File: src/rtl/microwave_timer_ctrl_pkg.sv
// rtl/microwave_timer_ctrl_pkg.sv - shared state encodings and BCD constants for the cook timer
package microwave_timer_ctrl_pkg;

    localparam int DIGIT_W = 4;

    localparam logic [DIGIT_W-1:0] BCD_MAX_ONES = 4'd9;
    localparam logic [DIGIT_W-1:0] BCD_MAX_TENS = 4'd5;

    typedef enum logic [1:0] {
        ST_IDLE  = 2'd0,
        ST_COOK  = 2'd1,
        ST_PAUSE = 2'd2,
        ST_DONE  = 2'd3
    } state_t;

endpackage

File: src/rtl/microwave_timer_ctrl_if.sv
// rtl/microwave_timer_ctrl_if.sv - keypad/door inputs and display/magnetron outputs of the cook timer
interface microwave_timer_ctrl_if;
    import microwave_timer_ctrl_pkg::*;

    logic               key_valid;
    logic [DIGIT_W-1:0] key_digit;
    logic               start;
    logic               stop;
    logic               door_closed;
    logic [DIGIT_W-1:0] mins;
    logic [DIGIT_W-1:0] sec_tens;
    logic [DIGIT_W-1:0] sec_ones;
    logic               mag_on;
    logic               beep;
    logic [1:0]         state;

    // Front panel side: drives keys/door, watches the display
    modport master (
        output key_valid, key_digit, start, stop, door_closed,
        input  mins, sec_tens, sec_ones, mag_on, beep, state
    );

    // Controller side
    modport slave (
        input  key_valid, key_digit, start, stop, door_closed,
        output mins, sec_tens, sec_ones, mag_on, beep, state
    );

endinterface

File: src/rtl/microwave_timer_ctrl_bcd_down_digit.sv
// rtl/microwave_timer_ctrl_bcd_down_digit.sv - one loadable BCD down-counting digit that wraps 0 -> MAX
module bcd_down_digit
    import microwave_timer_ctrl_pkg::*;
#(
    parameter logic [DIGIT_W-1:0] MAX = 4'd9
) (
    input  logic               clk,
    input  logic               clrn,
    input  logic [DIGIT_W-1:0] i_shift_in,
    input  logic               i_shift_en,
    input  logic               i_clr,
    input  logic               i_dec_en,
    output logic [DIGIT_W-1:0] o_q,
    output logic               o_is_zero
);

    logic [DIGIT_W-1:0] r_q;

    // Clear wins over a keypad shift, which wins over a countdown step
    always_ff @(posedge clk or negedge clrn) begin
        if (!clrn) begin
            r_q <= '0;
        end else if (i_clr) begin
            r_q <= '0;
        end else if (i_shift_en) begin
            r_q <= i_shift_in;
        end else if (i_dec_en) begin
            r_q <= (r_q == '0) ? MAX : r_q - 4'd1;
        end
    end

    assign o_q       = r_q;
    assign o_is_zero = (r_q == '0);

endmodule

File: src/rtl/microwave_timer_ctrl.sv
// rtl/microwave_timer_ctrl.sv - cook timer FSM, 1 Hz divider, beeper timing and BCD digit chain
module microwave_timer_ctrl
    import microwave_timer_ctrl_pkg::*;
#(
    parameter int TICK_DIV  = 100,
    parameter int DONE_SECS = 3
) (
    input  logic                   clk,
    input  logic                   clrn,
    microwave_timer_ctrl_if.slave  io_bus
);

    localparam int DW = (TICK_DIV > 1) ? $clog2(TICK_DIV) : 1;
    localparam int BW = $clog2(DONE_SECS + 1);
    localparam logic [DW-1:0] DIV_LAST  = DW'(TICK_DIV - 1);
    localparam logic [BW-1:0] BEEP_LAST = BW'(DONE_SECS - 1);

    state_t             r_state;
    state_t             w_state_nxt;
    logic               r_mag_on;
    logic               r_beep;
    logic               w_mag_nxt;
    logic               w_beep_nxt;
    logic [DW-1:0]      r_div;
    logic [BW-1:0]      r_beep_cnt;

    logic [DIGIT_W-1:0] w_ones, w_tens, w_mins;
    logic               w_ones_zero, w_tens_zero, w_mins_zero;
    logic               w_div_last;
    logic               w_tick_dec;
    logic               w_ones_borrow, w_tens_borrow;
    logic               w_time_zero, w_time_one;
    logic               w_shift_en, w_clr;

    assign w_div_last  = (r_div == DIV_LAST);
    assign w_time_zero = w_mins_zero & w_tens_zero & w_ones_zero;
    assign w_time_one  = w_mins_zero & w_tens_zero & (w_ones == 4'd1);

    // A countdown step only happens while cooking undisturbed; stop/door-open discard the tick
    assign w_tick_dec    = (r_state == ST_COOK) & ~io_bus.stop & io_bus.door_closed & w_div_last;
    assign w_ones_borrow = w_tick_dec & w_ones_zero;
    assign w_tens_borrow = w_ones_borrow & w_tens_zero;

    // New sec_tens is the current sec_ones, so it must not exceed 5
    assign w_shift_en = (r_state == ST_IDLE) & ~io_bus.stop & io_bus.key_valid &
                        (io_bus.key_digit <= BCD_MAX_ONES) & (w_ones <= BCD_MAX_TENS);
    assign w_clr      = io_bus.stop & ((r_state == ST_IDLE) | (r_state == ST_PAUSE));

    bcd_down_digit #(.MAX(BCD_MAX_ONES)) u_sec_ones (
        .clk        (clk),
        .clrn       (clrn),
        .i_shift_in (io_bus.key_digit),
        .i_shift_en (w_shift_en),
        .i_clr      (w_clr),
        .i_dec_en   (w_tick_dec),
        .o_q        (w_ones),
        .o_is_zero  (w_ones_zero)
    );

    bcd_down_digit #(.MAX(BCD_MAX_TENS)) u_sec_tens (
        .clk        (clk),
        .clrn       (clrn),
        .i_shift_in (w_ones),
        .i_shift_en (w_shift_en),
        .i_clr      (w_clr),
        .i_dec_en   (w_ones_borrow),
        .o_q        (w_tens),
        .o_is_zero  (w_tens_zero)
    );

    bcd_down_digit #(.MAX(BCD_MAX_ONES)) u_mins (
        .clk        (clk),
        .clrn       (clrn),
        .i_shift_in (w_tens),
        .i_shift_en (w_shift_en),
        .i_clr      (w_clr),
        .i_dec_en   (w_tens_borrow),
        .o_q        (w_mins),
        .o_is_zero  (w_mins_zero)
    );

    // State register plus the registered magnetron/beeper outputs
    always_ff @(posedge clk or negedge clrn) begin
        if (!clrn) begin
            r_state  <= ST_IDLE;
            r_mag_on <= 1'b0;
            r_beep   <= 1'b0;
        end else begin
            r_state  <= w_state_nxt;
            r_mag_on <= w_mag_nxt;
            r_beep   <= w_beep_nxt;
        end
    end

    // Next-state decision; stop always has top priority
    always_comb begin
        w_state_nxt = r_state;
        case (r_state)
            ST_IDLE: begin
                if (!io_bus.stop && io_bus.start && io_bus.door_closed && !w_time_zero)
                    w_state_nxt = ST_COOK;
            end
            ST_COOK: begin
                if (io_bus.stop || !io_bus.door_closed)
                    w_state_nxt = ST_PAUSE;
                else if (w_div_last && w_time_one)
                    w_state_nxt = ST_DONE;
            end
            ST_PAUSE: begin
                if (io_bus.stop)
                    w_state_nxt = ST_IDLE;
                else if (io_bus.start && io_bus.door_closed)
                    w_state_nxt = ST_COOK;
            end
            ST_DONE: begin
                if (io_bus.stop || (w_div_last && r_beep_cnt == BEEP_LAST))
                    w_state_nxt = ST_IDLE;
            end
            default: w_state_nxt = ST_IDLE;
        endcase
    end

    // Outputs follow the state being entered so they move on the same edge
    always_comb begin
        w_mag_nxt  = (w_state_nxt == ST_COOK);
        w_beep_nxt = (w_state_nxt == ST_DONE);
    end

    // Tick divider: zero in IDLE, frozen in PAUSE and while COOK is being interrupted
    always_ff @(posedge clk or negedge clrn) begin
        if (!clrn) begin
            r_div <= '0;
        end else begin
            case (r_state)
                ST_COOK: begin
                    if (!io_bus.stop && io_bus.door_closed)
                        r_div <= w_div_last ? '0 : r_div + 1'b1;
                end
                ST_DONE:  r_div <= w_div_last ? '0 : r_div + 1'b1;
                ST_PAUSE: r_div <= r_div;
                default:  r_div <= '0;
            endcase
        end
    end

    // Counts completed ticks spent beeping
    always_ff @(posedge clk or negedge clrn) begin
        if (!clrn) begin
            r_beep_cnt <= '0;
        end else if (r_state != ST_DONE) begin
            r_beep_cnt <= '0;
        end else if (w_div_last) begin
            r_beep_cnt <= r_beep_cnt + 1'b1;
        end
    end

    assign io_bus.mins     = w_mins;
    assign io_bus.sec_tens = w_tens;
    assign io_bus.sec_ones = w_ones;
    assign io_bus.mag_on   = r_mag_on;
    assign io_bus.beep     = r_beep;
    assign io_bus.state    = r_state;

endmodule
File: src/flat_wrapper.sv
// flat-port wrapper written by rule: the top's interface ports become plain ports
module microwave_timer_ctrl_flat import microwave_timer_ctrl_pkg::*;
#(
    parameter int TICK_DIV  = 100,
    parameter int DONE_SECS = 3
)
  (clk, clrn, io_bus_key_valid, io_bus_key_digit, io_bus_start, io_bus_stop, io_bus_door_closed, io_bus_mins, io_bus_sec_tens, io_bus_sec_ones, io_bus_mag_on, io_bus_beep, io_bus_state);
  microwave_timer_ctrl_if io_bus_i ();
  input  logic clk;
  input  logic clrn;
  input wire logic [$bits(io_bus_i.key_valid)-1:0] io_bus_key_valid;
  input wire logic [$bits(io_bus_i.key_digit)-1:0] io_bus_key_digit;
  input wire logic [$bits(io_bus_i.start)-1:0] io_bus_start;
  input wire logic [$bits(io_bus_i.stop)-1:0] io_bus_stop;
  input wire logic [$bits(io_bus_i.door_closed)-1:0] io_bus_door_closed;
  output wire logic [$bits(io_bus_i.mins)-1:0] io_bus_mins;
  output wire logic [$bits(io_bus_i.sec_tens)-1:0] io_bus_sec_tens;
  output wire logic [$bits(io_bus_i.sec_ones)-1:0] io_bus_sec_ones;
  output wire logic [$bits(io_bus_i.mag_on)-1:0] io_bus_mag_on;
  output wire logic [$bits(io_bus_i.beep)-1:0] io_bus_beep;
  output wire logic [$bits(io_bus_i.state)-1:0] io_bus_state;
  assign io_bus_i.key_valid = io_bus_key_valid;
  assign io_bus_i.key_digit = io_bus_key_digit;
  assign io_bus_i.start = io_bus_start;
  assign io_bus_i.stop = io_bus_stop;
  assign io_bus_i.door_closed = io_bus_door_closed;
  assign io_bus_mins = io_bus_i.mins;
  assign io_bus_sec_tens = io_bus_i.sec_tens;
  assign io_bus_sec_ones = io_bus_i.sec_ones;
  assign io_bus_mag_on = io_bus_i.mag_on;
  assign io_bus_beep = io_bus_i.beep;
  assign io_bus_state = io_bus_i.state;
  microwave_timer_ctrl #(.TICK_DIV(TICK_DIV), .DONE_SECS(DONE_SECS)) u_core (.clk(clk), .clrn(clrn), .io_bus(io_bus_i));
endmodule
File: config.mk
export PLATFORM = sky130hd
export DESIGN_NAME = microwave_timer_ctrl_flat
export DESIGN_NICKNAME = d
export VERILOG_FILES = /design/src/rtl/microwave_timer_ctrl_pkg.sv /design/src/rtl/microwave_timer_ctrl_if.sv /design/src/rtl/microwave_timer_ctrl_bcd_down_digit.sv /design/src/rtl/microwave_timer_ctrl.sv /design/src/flat_wrapper.sv
export SDC_FILE = /design/constraint.sdc
export NUM_CORES = 1
export LEC_CHECK = 0
export BUFFER_PORTS_ARGS = -buffer_cell sky130_fd_sc_hd__clkbuf_2
export CAP_MARGIN = 0
export CORE_MARGIN = 1
export CORE_UTILIZATION = 56
export CTS_CLUSTER_SIZE = 30
export DETAILED_ROUTE_END_ITERATION = 12
export PLACE_DENSITY = 0.86
export SYNTH_ARGS = -nofsm -noshare
export SYNTH_HDL_FRONTEND = slang
export SYNTH_SLANG_ARGS = --single-unit
File: constraint.sdc
create_clock -name clk -period 2.42 [get_ports clk]
set_input_delay 0.242 -clock clk [delete_from_list [all_inputs] [get_ports clk]]
set_output_delay 0.242 -clock clk [all_outputs]
set_load 0.02 [all_outputs]
==> impl_metrics.py <==
metrics = {
    "yosys": {
        "yosysSeqAreaShare": 0.3776,
        "netlist_instances": 191,
        "synthTopCellsByArea": "dfrtp_1 (38%), nor2_1 (4.8%), o21ai_0 (4.5%)",
        "netlist_area_um2": 1657,
        "yosys.cell_types.count": 56,
        "synth_edf_count": 0,
        "ys_seq_elements": 25,
        "yosys.area.top_type": "dfrtp_1",
        "synth-async-reset-ratio": 1.000,
        "synth_top_area_frac": 0.3776,
        "synth_top_flop_cell": "dfrtp_1",
        "ys_warn_count": 0,
        "syn_nets": 203,
        "syn_area_per_cell_um2": 8.673,
    },
    "clock_network": {
        "htreeDepth": 1,
        "cts_tree": "built",
        "cts_setup_buffers": 0,
        "cts_root_buf": "clkbuf_4",
        "clkTransAtPathRegs_ps": 150,
        "cts_buffers": 3,
        "clock_latency_ps": 330,
        "max-clock-path-buffers": 2,
        "cts_num_sinks": 25,
    },
    "outcome": {
        "status": "completed",
    },
    "pwr": {
        "p_leak_nw": 0.8126,
        "pwr_density_cell_nw_per_um2": 862.2,
        "ir_worst_vdd_mv": 0.6067,
    },
    "timing": {
        "final.setup.tns_ps": 0,
        "layout_min_cycle_time_ps": 1986,
        "slew_headroom": 0.5619,
        "maxSlewViolCount": 0,
        "worst_slew_pin_slew_ps": 651.8,
        "finalHoldViolations": 0,
        "rsz0062_at_grt": "no",
        "setup_violations": 0,
        "post-route-period-util": 0.8205,
        "setup_ws_ps": 434.3,
        "fmax_mhz": 503.6,
        "fin_worst_skew_ps": 10.95,
    },
    "routing": {
        "drt_first_pass_iters": 4,
        "drcViolationCount": 0,
        "num_vias": 1571,
        "drt_iter0_drc": 100,
        "totalWireLength_um": 3833,
        "postRouteAntennaNets": 0,
        "routedWlPerCell_um": 15.77,
        "viasPerCell": 6.465,
    },
    "placement": {
        "place.gp.congestion": 0.8895,
        "hpwl_um": 2738,
        "place_ws_ps": 498.8,
        "port-buffer-count": 25,
    },
    "setup_path": {
        "cp_max_fo": 15,
        "worstSetupPathType": "flop to flop",
        "worstPathArrival_ps": 2210,
        "crit_path_start_kind": "flop",
        "crit_path_end_kind": "flop",
        "cp.required_ps": 2640,
    },
    "global_route": {
        "grtUsageTotal": 0.2493,
        "grt_pass1_vias": 1400,
        "overflow": 0,
        "grt_max_degree": 26,
        "antenna_found_initial": 0,
        "grt_pass1_wl_um": 6341,
    },
    "die": {
        "initial_core_util": 0.5956,
        "die_h_um": 56.39,
        "core_area_um2": 2781,
        "fp-row-count": 19,
        "fp.dieW_um": 56.39,
        "io_pins": 26,
        "die-area_um2": 3180,
    },
    "run": {
        "cap_violations": 0,
    },
    "worst_hold_path": {
        "hold_path_class": "input pin to flop",
    },
    "finish": {
        "nFillCells": 226,
        "layout-drive-gt1-share": 0.1981,
        "nNetsFinal": 225,
        "antenna_cells": 0,
        "area_delta_synth_final_pct": 9.290,
    },
}
==> cell type report <==
cell class,instances,area [um^2],share of cell area
Multi-Input combinational cell,149,943.4,0.5211
Sequential cell,25,625.6,0.3455
Timing Repair Buffer,29,157.7,0.08708
Tap cell,31,38.79,0.02142
Clock buffer,4,26.28,0.01451
Inverter,5,18.77,0.01037
==> cells in the final DEF (no fill, tap or decap), drive strengths merged, types with 3 or more instances in the layout <==
| cell type | n |
|---|---|
| a21oi | 14 |
| a31oi | 5 |
| and3 | 5 |
| buf | 3 |
| clkbuf | 29 |
| dfrtp | 25 |
| inv | 5 |
| nand2 | 16 |
| nand3 | 6 |
| nand4 | 4 |
| nor2 | 21 |
| nor2b | 8 |
| nor3 | 3 |
| nor4 | 3 |
| o21ai | 18 |
| or4 | 5 |
| xor2 | 3 |
==> per-layer routing <==
layer | part of all wire | global-route usage
met3 | 0.084 | 0.03226
met5 | 0 | 0
met1 | 0.45 | 0.3596
met2 | 0.46 | 0.3844
met4 | 0.012 | 0.09059
==> worst max-delay path, cell delays in order, from the launching register on <==
cell	delay, ps
dfrtp_1	500
nor2_1	130
nand3_1	130
or4_1	740
o21ai_0	290
a21oi_1	90
==> cell usage after synthesis, types with 2 or more instances <==
cell / n
a211o_1: 2
a21oi_1: 14
a31oi_1: 5
a32o_1: 2
and3_1: 5
buf_2: 6
buf_4: 2
dfrtp_1: 25
ha_1: 2
inv_1: 5
mux2i_1: 2
nand2_1: 15
nand3_1: 6
nand3b_1: 2
nand4_1: 3
nor2_1: 21
nor2b_1: 7
nor3_1: 3
nor4_2: 2
o21ai_0: 15
o21ai_1: 3
o22ai_1: 2
o2bb2ai_1: 2
or4_1: 5
xnor2_1: 2
xor2_1: 3
==> sequential cells by signal, summed over array words and instances, names as in the netlist <==
register / cells
u_core.io_bus.beep: 1
u_core.r_div: 7
u_core.r_beep_cnt: 2
u_core.u_sec_tens.o_q: 4
u_core.u_sec_ones.o_q: 4
u_core.io_bus.state: 2
u_core.io_bus.mag_on: 1
u_core.u_mins.o_q: 4
==> power by group <==
part | total (mW) | leakage (nW) | internal [mW] | switching, mW
clock | 0.197 | 0.0150 | 0.0646 | 0.133
sequential | 0.661 | 0.340 | 0.507 | 0.153
combinational | 0.703 | 0.458 | 0.270 | 0.433
==> worst paths after layout <==
kind	startpoint	to	slack (ps)	depth (start not counted)
min	io_bus_key_digit[0]	u_core.u_sec_ones.o_q[0]$_DFFE_PN0P_	220	3
max	u_core.u_sec_ones.o_q[3]$_DFFE_PN0P_	u_core.u_sec_ones.o_q[2]$_DFFE_PN0P_	430	5
min in group asynchronous	clrn	u_core.u_mins.o_q[3]$_DFFE_PN0P_	440	2
min reg2reg	u_core.r_beep_cnt[1]$_DFFE_PN0P_	u_core.r_beep_cnt[1]$_DFFE_PN0P_	550	2
max reg2reg	u_core.u_sec_ones.o_q[3]$_DFFE_PN0P_	u_core.u_sec_ones.o_q[2]$_DFFE_PN0P_	430	5
max in group asynchronous	clrn	u_core.r_beep_cnt[1]$_DFFE_PN0P_	1570	2
==> cell families after synthesis <==
family                     count (synthesis)  synth area share
xor gates and xnor gates                   5           0.02644
muxes                                      2           0.01209
buffers and inverters                     17           0.05286
DFF                                       25            0.3776
AOI/OAI and AO/OA                         59            0.2409
and+or+nand+nor                           81            0.2749
adders and majority gates                  2           0.01510
==> stage by stage <==
stage | cells | hold WS (ps) | power, mW | cell area, um^2 | utilization
after global routing | 243 | 250.8 | 1.653 | 1810 | 0.6509
after global placement | 238 | 281.4 | 1.325 | 1774 | 0.6379
after detailed placement | 238 | 290.2 | 1.353 | 1774 | 0.6379
after CTS | 243 | 226.1 | 1.545 | 1810 | 0.6509
final | 243 | 215.7 | 1.561 | 1810 | 0.6509
after floorplan | 191 | -53.59 | 1.159 | 1657 | -
==> repair_timing <==
item,4_1_cts,5_1_grt
endpoints found under the hold margin,25,0
gates resized for setup,0,0
endpoints found under the setup margin,0,0
hold buffers,1,0
(Power assumes the default switching activity.)
